$ cat src/rtl/err_loc_collector.sv
// err_loc_collector: reassembles a serialized error-location stream into a
// parallel slot bank with an error count, then holds it behind a done/ack
// handshake. Malformed words (too many beats, sentinel after the first beat)
// are flagged through o_fmt_err.
// Optional build macro: ERR_LOC_DUP_CHK_EN flags a beat that repeats a filled slot.
module err_loc_collector #(
   parameter int unsigned LOC_W      = 10,
   parameter int unsigned MAX_ERR    = 6,
   parameter int unsigned MAX_ERR_M0 = 4
) (
   input  logic                     i_clk,
   input  logic                     i_rst,
   input  logic                     i_mode,
   input  logic                     i_valid,
   input  logic [LOC_W-1:0]         i_err_loc,
   input  logic                     i_ack,
   output logic [MAX_ERR*LOC_W-1:0] o_locs,
   output logic [2:0]               o_num_err,
   output logic                     o_done,
   output logic                     o_fmt_err,
   output logic                     o_drop
);

   typedef enum logic {S_IDLE, S_COLLECT} state_t;

   localparam logic [LOC_W-1:0] SENTINEL = '1;
   localparam logic [2:0]       LIMIT_M1 = 3'(MAX_ERR);
   localparam logic [2:0]       LIMIT_M0 = 3'(MAX_ERR_M0);

   state_t                     state_q, state_d;
   logic [MAX_ERR*LOC_W-1:0]   work_locs_q, work_locs_d;
   logic [2:0]                 work_cnt_q, work_cnt_d;
   logic [2:0]                 work_lim_q, work_lim_d;
   logic                       work_empty_q, work_empty_d;
   logic                       work_fmt_q, work_fmt_d;
   logic [MAX_ERR*LOC_W-1:0]   locs_q, locs_d;
   logic [2:0]                 num_q, num_d;
   logic                       done_q, done_d;
   logic                       fmt_q, fmt_d;
   logic                       drop_q, drop_d;

   // State, work bank and published result registers.
   always_ff @(posedge i_clk or posedge i_rst) begin
      if (i_rst) begin
         state_q      <= S_IDLE;
         work_locs_q  <= '1;
         work_cnt_q   <= '0;
         work_lim_q   <= LIMIT_M0;
         work_empty_q <= 1'b0;
         work_fmt_q   <= 1'b0;
         locs_q       <= '1;
         num_q        <= '0;
         done_q       <= 1'b0;
         fmt_q        <= 1'b0;
         drop_q       <= 1'b0;
      end else begin
         state_q      <= state_d;
         work_locs_q  <= work_locs_d;
         work_cnt_q   <= work_cnt_d;
         work_lim_q   <= work_lim_d;
         work_empty_q <= work_empty_d;
         work_fmt_q   <= work_fmt_d;
         locs_q       <= locs_d;
         num_q        <= num_d;
         done_q       <= done_d;
         fmt_q        <= fmt_d;
         drop_q       <= drop_d;
      end
   end

   // Next-state: collect beats into the work bank, publish on the first idle cycle.
   always_comb begin
      logic publish;
      publish      = 1'b0;
      state_d      = state_q;
      work_locs_d  = work_locs_q;
      work_cnt_d   = work_cnt_q;
      work_lim_d   = work_lim_q;
      work_empty_d = work_empty_q;
      work_fmt_d   = work_fmt_q;
      locs_d       = locs_q;
      num_d        = num_q;
      done_d       = done_q;
      fmt_d        = fmt_q;
      drop_d       = 1'b0;

      case (state_q)
         S_IDLE: begin
            if (i_valid) begin
               work_lim_d  = i_mode ? LIMIT_M1 : LIMIT_M0;
               work_locs_d = '1;
               work_fmt_d  = 1'b0;
               if (i_err_loc == SENTINEL) begin
                  work_cnt_d   = '0;
                  work_empty_d = 1'b1;
               end else begin
                  work_locs_d[0 +: LOC_W] = i_err_loc;
                  work_cnt_d   = 3'd1;
                  work_empty_d = 1'b0;
               end
               state_d = S_COLLECT;
            end
         end
         S_COLLECT: begin
            if (i_valid) begin
               if (work_empty_q || (i_err_loc == SENTINEL) || (work_cnt_q == work_lim_q)) begin
                  work_fmt_d = 1'b1;
               end else begin
                  for (int unsigned k = 0; k < MAX_ERR; k++) begin
                     if (3'(k) == work_cnt_q) work_locs_d[k*LOC_W +: LOC_W] = i_err_loc;
`ifdef ERR_LOC_DUP_CHK_EN
                     if ((3'(k) < work_cnt_q) && (work_locs_q[k*LOC_W +: LOC_W] == i_err_loc))
                        work_fmt_d = 1'b1;
`endif
                  end
                  work_cnt_d = work_cnt_q + 3'd1;
               end
            end else begin
               publish = 1'b1;
               state_d = S_IDLE;
            end
         end
         default: state_d = S_IDLE;
      endcase

      // Publishing wins over a same-cycle ack; an unacked result being replaced is a drop.
      if (publish) begin
         locs_d = work_locs_q;
         num_d  = work_cnt_q;
         fmt_d  = work_fmt_q;
         done_d = 1'b1;
         drop_d = done_q & ~i_ack;
      end else if (done_q && i_ack) begin
         done_d = 1'b0;
      end
   end

   assign o_locs    = locs_q;
   assign o_num_err = num_q;
   assign o_done    = done_q;
   assign o_fmt_err = fmt_q;
   assign o_drop    = drop_q;

endmodule

$ cat config.mk
export PLATFORM = sky130hd
export DESIGN_NAME = err_loc_collector
export DESIGN_NICKNAME = d
export VERILOG_FILES = /design/src/rtl/err_loc_collector.sv
export SDC_FILE = /design/constraint.sdc
export NUM_CORES = 1
export LEC_CHECK = 0
export CAP_MARGIN = 10
export CORE_MARGIN = 5
export CORE_UTILIZATION = 53
export DETAILED_ROUTE_END_ITERATION = 6
export DONT_BUFFER_PORTS = 1
export GPL_TIMING_DRIVEN = 0
export PLACE_DENSITY_LB_ADDON = 0.08
export REMOVE_ABC_BUFFERS = 1
export SKIP_LAST_GASP = 1
export SYNTH_ARGS = -nofsm -noshare
export SYNTH_HDL_FRONTEND = slang
export SYNTH_SLANG_ARGS = --single-unit
$ cat constraint.sdc
create_clock -name i_clk -period 6.58 [get_ports i_clk]
set_input_delay 1.316 -clock i_clk [delete_from_list [all_inputs] [get_ports i_clk]]
set_output_delay 1.316 -clock i_clk [all_outputs]
set_load 0.01 [all_outputs]
; Yosys cells after proc, flatten, opt, wreduce, memory -nomap -nowiden
; Index checks and enable logic that the tools add are counted.
[word_totals]
reg_bits = 135
latch_bits = 0
ram_bits = 0
mem_bits_ro = 0
input_bits = 15
out_inout_bits = 66
wordCells = 79
memories = 0
[classes]
add_sub_neg = 1
multipliers = 0
div = 0
order_cmp = 0
n_eq_ne = 17
n_shift = 0
muxes = 28
bitwise_logic = 3
n_reduce_logical = 14
[ops]
columns = cell, count
row1 = $mux W60, 3
row2 = $pmux W60 S2, 1
row3 = $mux W10, 7
row4 = $reduce_and A4 Y1, 6
row5 = $ne A2 B1 Y1 const B, 7
row6 = $mux W1, 11
row7 = $eq A10 B10 Y1 const B, 1
row8 = $mux W3, 3
row9 = $eq A2 B3 Y1 const A, 2
row10 = $eq A3 B3 Y1 const A, 2
row11 = $ne A2 B2 Y1 const B, 3
row12 = $pmux W3 S2, 1
row13 = $reduce_and A3 Y1, 2
row14 = $add A3 B1 Y3 const B, 1
row15 = $eq A1 B3 Y1 const A, 1
row16 = $eq A3 B3 Y1, 1
row17 = $logic_not A3 Y1, 1
row18 = $logic_or A1 B1 Y1, 2
row19 = $mux W2, 1
row20 = $not A1 Y1, 2
row21 = $pmux W1 S2, 1
row22 = $reduce_and A2 Y1, 1
row23 = $reduce_bool A2 Y1, 1
row24 = $and A1 B1 Y1, 1
row25 = $logic_and A1 B1 Y1, 1

; Logic depth before layout (Yosys ltp)
[depth]
depth_word = 6
depth_mapped = 8

; Worst setup path after synthesis
; Ideal clock, no wire load.
[synth_path]
path_type = input -> register
startpoint = input i_err_loc[7]
endpoint = register work_locs_q[0]
setup_time_ns = 0.082
arrival_ns = 2.470
t_required_ns = 6.498
setup_slack_ns = 4.028
path_stages = 4
path_buffers = 0
path_cell_list = nand2_1 > o31ai_4 > o31ai_4 > mux2_4
[synth_via]
elab_chain_len = 5
word_cells_on_any_way = 8
[synth_lines]
columns = item, line
row1 = from (decl), 15  ; input logic [LOC_W-1:0] i_err_loc,
row2 = $eq A10 B10 Y1 *, "93, 106"
row3 = $logic_or A1 B1 Y1 (2 in series), 106  ; if (work_empty_q || (i_err_loc == SENTINEL) || (work_cnt_q == work_lim_q)) begin
row4 = $ne A2 B2 Y1 (no source line), n/a
row5 = $reduce_and A4 Y1 (no source line), n/a
row6 = to (signal assigned), 58  ; work_locs_q <= work_locs_d;
row7 = to (decl), 31  ; logic [MAX_ERR*LOC_W-1:0] work_locs_q, work_locs_d;
; Mark *: on every way between the ends. The rest lies on a longest branch, timed or not. The select of a mux whose other input is x is not followed.
; A chain may end at the register's enable or synchronous reset.

; Worst setup path after layout
[layout_path]
startpoint = register state_q
endpoint = register locs_q[24], in the netlist o_locs[24]
[layout_via]
elab_chain_len = 1
[layout_lines]
columns = item, line
row1 = from (decl), 30  ; state_t state_q, state_d;
row2 = from (signal assigned), 57  ; state_q <= state_d;
row3 = $mux W1, 87  ; case (state_q)
row4 = to (signal assigned), 63  ; locs_q <= locs_d;
row5 = to (decl), 36  ; logic [MAX_ERR*LOC_W-1:0] locs_q, locs_d;
; Every way passes these cells.

==> impl_metrics.tcl <==
set metrics [dict create \
    ctsResizeCount 0 \
    critPathMaxStageDelay_ns 0.98 \
    grt_max_degree 83 \
    cp_max_fo 42 \
    ioPinCount 81 \
    crit_type "reg2reg" \
    slew-limit-headroom 0.301 \
    antenna_left 0 \
    avgSynthCellArea_sq_um 10.1 \
    first_iter_violations 287 \
    gr-usage-all-layers 0.217 \
    clk_latency_ns 0.52 \
    p_per_area_mw_per_mm2 379 \
    wl_met1_um 6120 \
    status "completed" \
    synth.distinct_cells 39 \
    post_synth_instance_area_sq_mm 0.00585 \
    wl_per_cell_um 18.7 \
    end_kind "flip-flop" \
    cp.arrival_ns 3.49 \
    routed-wl-met3_um 1040 \
    top_layer "met4" \
    drt-total-wl_um 13400 \
    cts_tree "built" \
    wl_met2_um 5980 \
    layout.nets 582 \
    crit_slowest_cell "clkinv_1" \
    synth_edf_count 0 \
    r2r_slack_ns 3.56 \
    cap_violations 0 \
    fin_skew_ns 0.00658 \
    initial_utilization 0.539 \
    hp-class "reg2reg" \
    grt_pass1_vias 4278 \
    whs_ns 0.452 \
    die_y_um 115 \
    io_buffers 0 \
    grt_overflow 0 \
    rows 38 \
    max_freq_mhz 331 \
    multiInputGateArea_sq_mm 0.00220 \
    period_needed_ns 3.02 \
    vdd_drop_max_mv 0.194 \
    placed_cell_area_sq_mm 0.00597 \
    setup_viol 0 \
    synth_warnings 0 \
    place_congestion 0.799 \
    holdBufCountCts 0 \
    seq_area_sq_mm 0.00348 \
    area_growth_pct 12.6 \
    via_per_inst 5.69 \
    final.setup.worst_slack_ns 3.56 \
    cts_setup_buffers 0 \
    power_mw 2.49 \
    dp_worst_setup_slack_ns 3.44 \
    required_ns 7.05 \
    yosysSeqAreaShare 0.595 \
    fin_crit_sh 0.459 \
    cellLeakagePower_nw 2.79 \
    drv_slew 0 \
    drive_above_1_share 0.303 \
    vias 4067 \
    setup_tns_ns 0 \
    synth-main-ff-cell "dfstp_2" \
    synthCells 577 \
    hold_violations 0 \
    diodes 0 \
    dr.pass1.iters 5 \
    grt_pass1_wl_um 22400 \
    die-area_sq_mm 0.0132 \
    htree_levels 4 \
    grt_antenna_before_repair 0 \
    die_w_um 115 \
    cts-root-buf "clkbuf_8" \
    nFillCells 902 \
    critical_path.most_common_cell "nand2_1" \
    cp_cell_sequence "clkinv_1 -> nor2_4 -> buf_12 -> nand2_1 -> nand2_1" \
    cts_sinks 133 \
    async_flop_share 1.00 \
    clockBufferDepth 2 \
    fin_area_sq_mm 0.00658 \
    cts_buffers 17 \
    max_slew.worst_pin.slew_ns 1.04 \
    grt_setup_unrepaired "no" \
    synth_seq_cells 133 \
    clk_pin_slew_ns 0.06 \
    drc 0 \
    cp-start-kind "flip-flop" \
    core_sq_mm 0.0108 \
    place_hpwl_um 8210 \
]
## worst max-delay path: cells and delay by family (launching register included)
kind,cells,cell delay [ns]
buf+inv,2,1.27
simple gates,3,0.99
flops,1,0.69
## through the flow
| stage | cells | utilization |
|---|---|---|
| 3_3_place_gp | 679 | 0.541 |
| 2_1_floorplan | 539 | - |
| 4_1_cts | 715 | 0.607 |
| 3_5_place_dp | 683 | 0.550 |
| 5_1_grt | 715 | 0.607 |
| 6_report | 715 | 0.607 |
## path summary, 6_finish.rpt
path / from / cells past startpoint / endpoint
worst max register to register: state_q / 5 / o_locs[24]
max in group asynchronous: i_rst / 2 / work_locs_q[55]
worst min register to register: work_locs_q[29] / 2 / o_locs[29]
min in group asynchronous: i_rst / 1 / o_drop
worst max-delay path: state_q / 5 / o_locs[24]
worst min-delay path: work_locs_q[29] / 2 / o_locs[29]
## report_power, final
part / internal [mW] / switching [mW] / leakage [nW]
Sequential: 1.08 / 0.152 / 1.43
Clock: 0.625 / 0.352 / 0.291
Combinational: 0.123 / 0.159 / 1.07
## cell usage after synthesis (2+ instances only)
library cell	number	area, sq um
and2_1	2	12.5
dfrtp_1	13	325
nor2_1	33	124
buf_2	6	30.0
nand2_1	204	766
a311oi_1	21	184
nand3_1	4	20.0
o21ai_0	6	30.0
inv_1	6	22.5
dfstp_2	120	3150
and3_1	3	18.8
ha_1	5	62.6
nor4_1	2	12.5
a21oi_1	2	10.0
mux2i_1	10	100
o32a_1	10	100
nand3b_1	9	67.6
o31ai_4	2	42.5
nor2b_1	10	62.6
clkinv_1	2	7.51
nand4_2	3	37.5
mux2_4	10	150
nor3_1	39	195
o22a_1	10	87.6
clkbuf_1	31	116
## state kept, by name (all words and copies together) (netlist names)
register / count
o_fmt_err: 1
work_lim_q: 1
o_done: 1
work_cnt_q: 3
work_locs_q: 60
o_locs: 60
work_empty_q: 1
state_q: 1
work_fmt_q: 1
o_num_err: 3
o_drop: 1
## metal layers
| layer | track usage | up-vias |
|---|---|---|
| li1 | - | 1922 |
| met1 | 0.300 | 1998 |
| met2 | 0.313 | 130 |
| met3 | 0.0789 | 17 |
| met4 | 0.0798 | 0 |
| met5 | 0 | - |
## cell type report
class                   instances  area share
clock buffers                  20      0.0662
clock inverters                12      0.0272
inverters                       9     0.00589
multi-input cells             397       0.334
flip-flops and latches        133       0.529
well taps                     140      0.0266
repair buffers                  4      0.0114
## cell usage in the layout (no fill, tap or decap), types with 3 or more instances in the layout
master,n
nand2_1,203
dfstp_2,120
nor3_1,39
nor2_1,32
a311oi_1,21
clkbuf_16,16
dfrtp_1,13
o32a_1,10
mux2_4,10
o22a_1,10
nor2b_1,10
mux2i_1,10
nand3b_1,9
o21ai_0,6
inv_1,5
ha_1,5
nand3_1,4
bufinv_16,4
nand4_2,3
and3_1,3
clkinv_4,3
clkinvlp_4,3
## logic make-up after synthesis
family,count (synthesis),share of synthesized area
compound gates,60,0.0908
xor+xnor,1,0.00150
fa+ha+maj,5,0.0107
buf+inv,47,0.0317
flops,133,0.595
mux,20,0.0428
simple gates,311,0.228
Note: power is estimated with default switching activity, not from simulation.
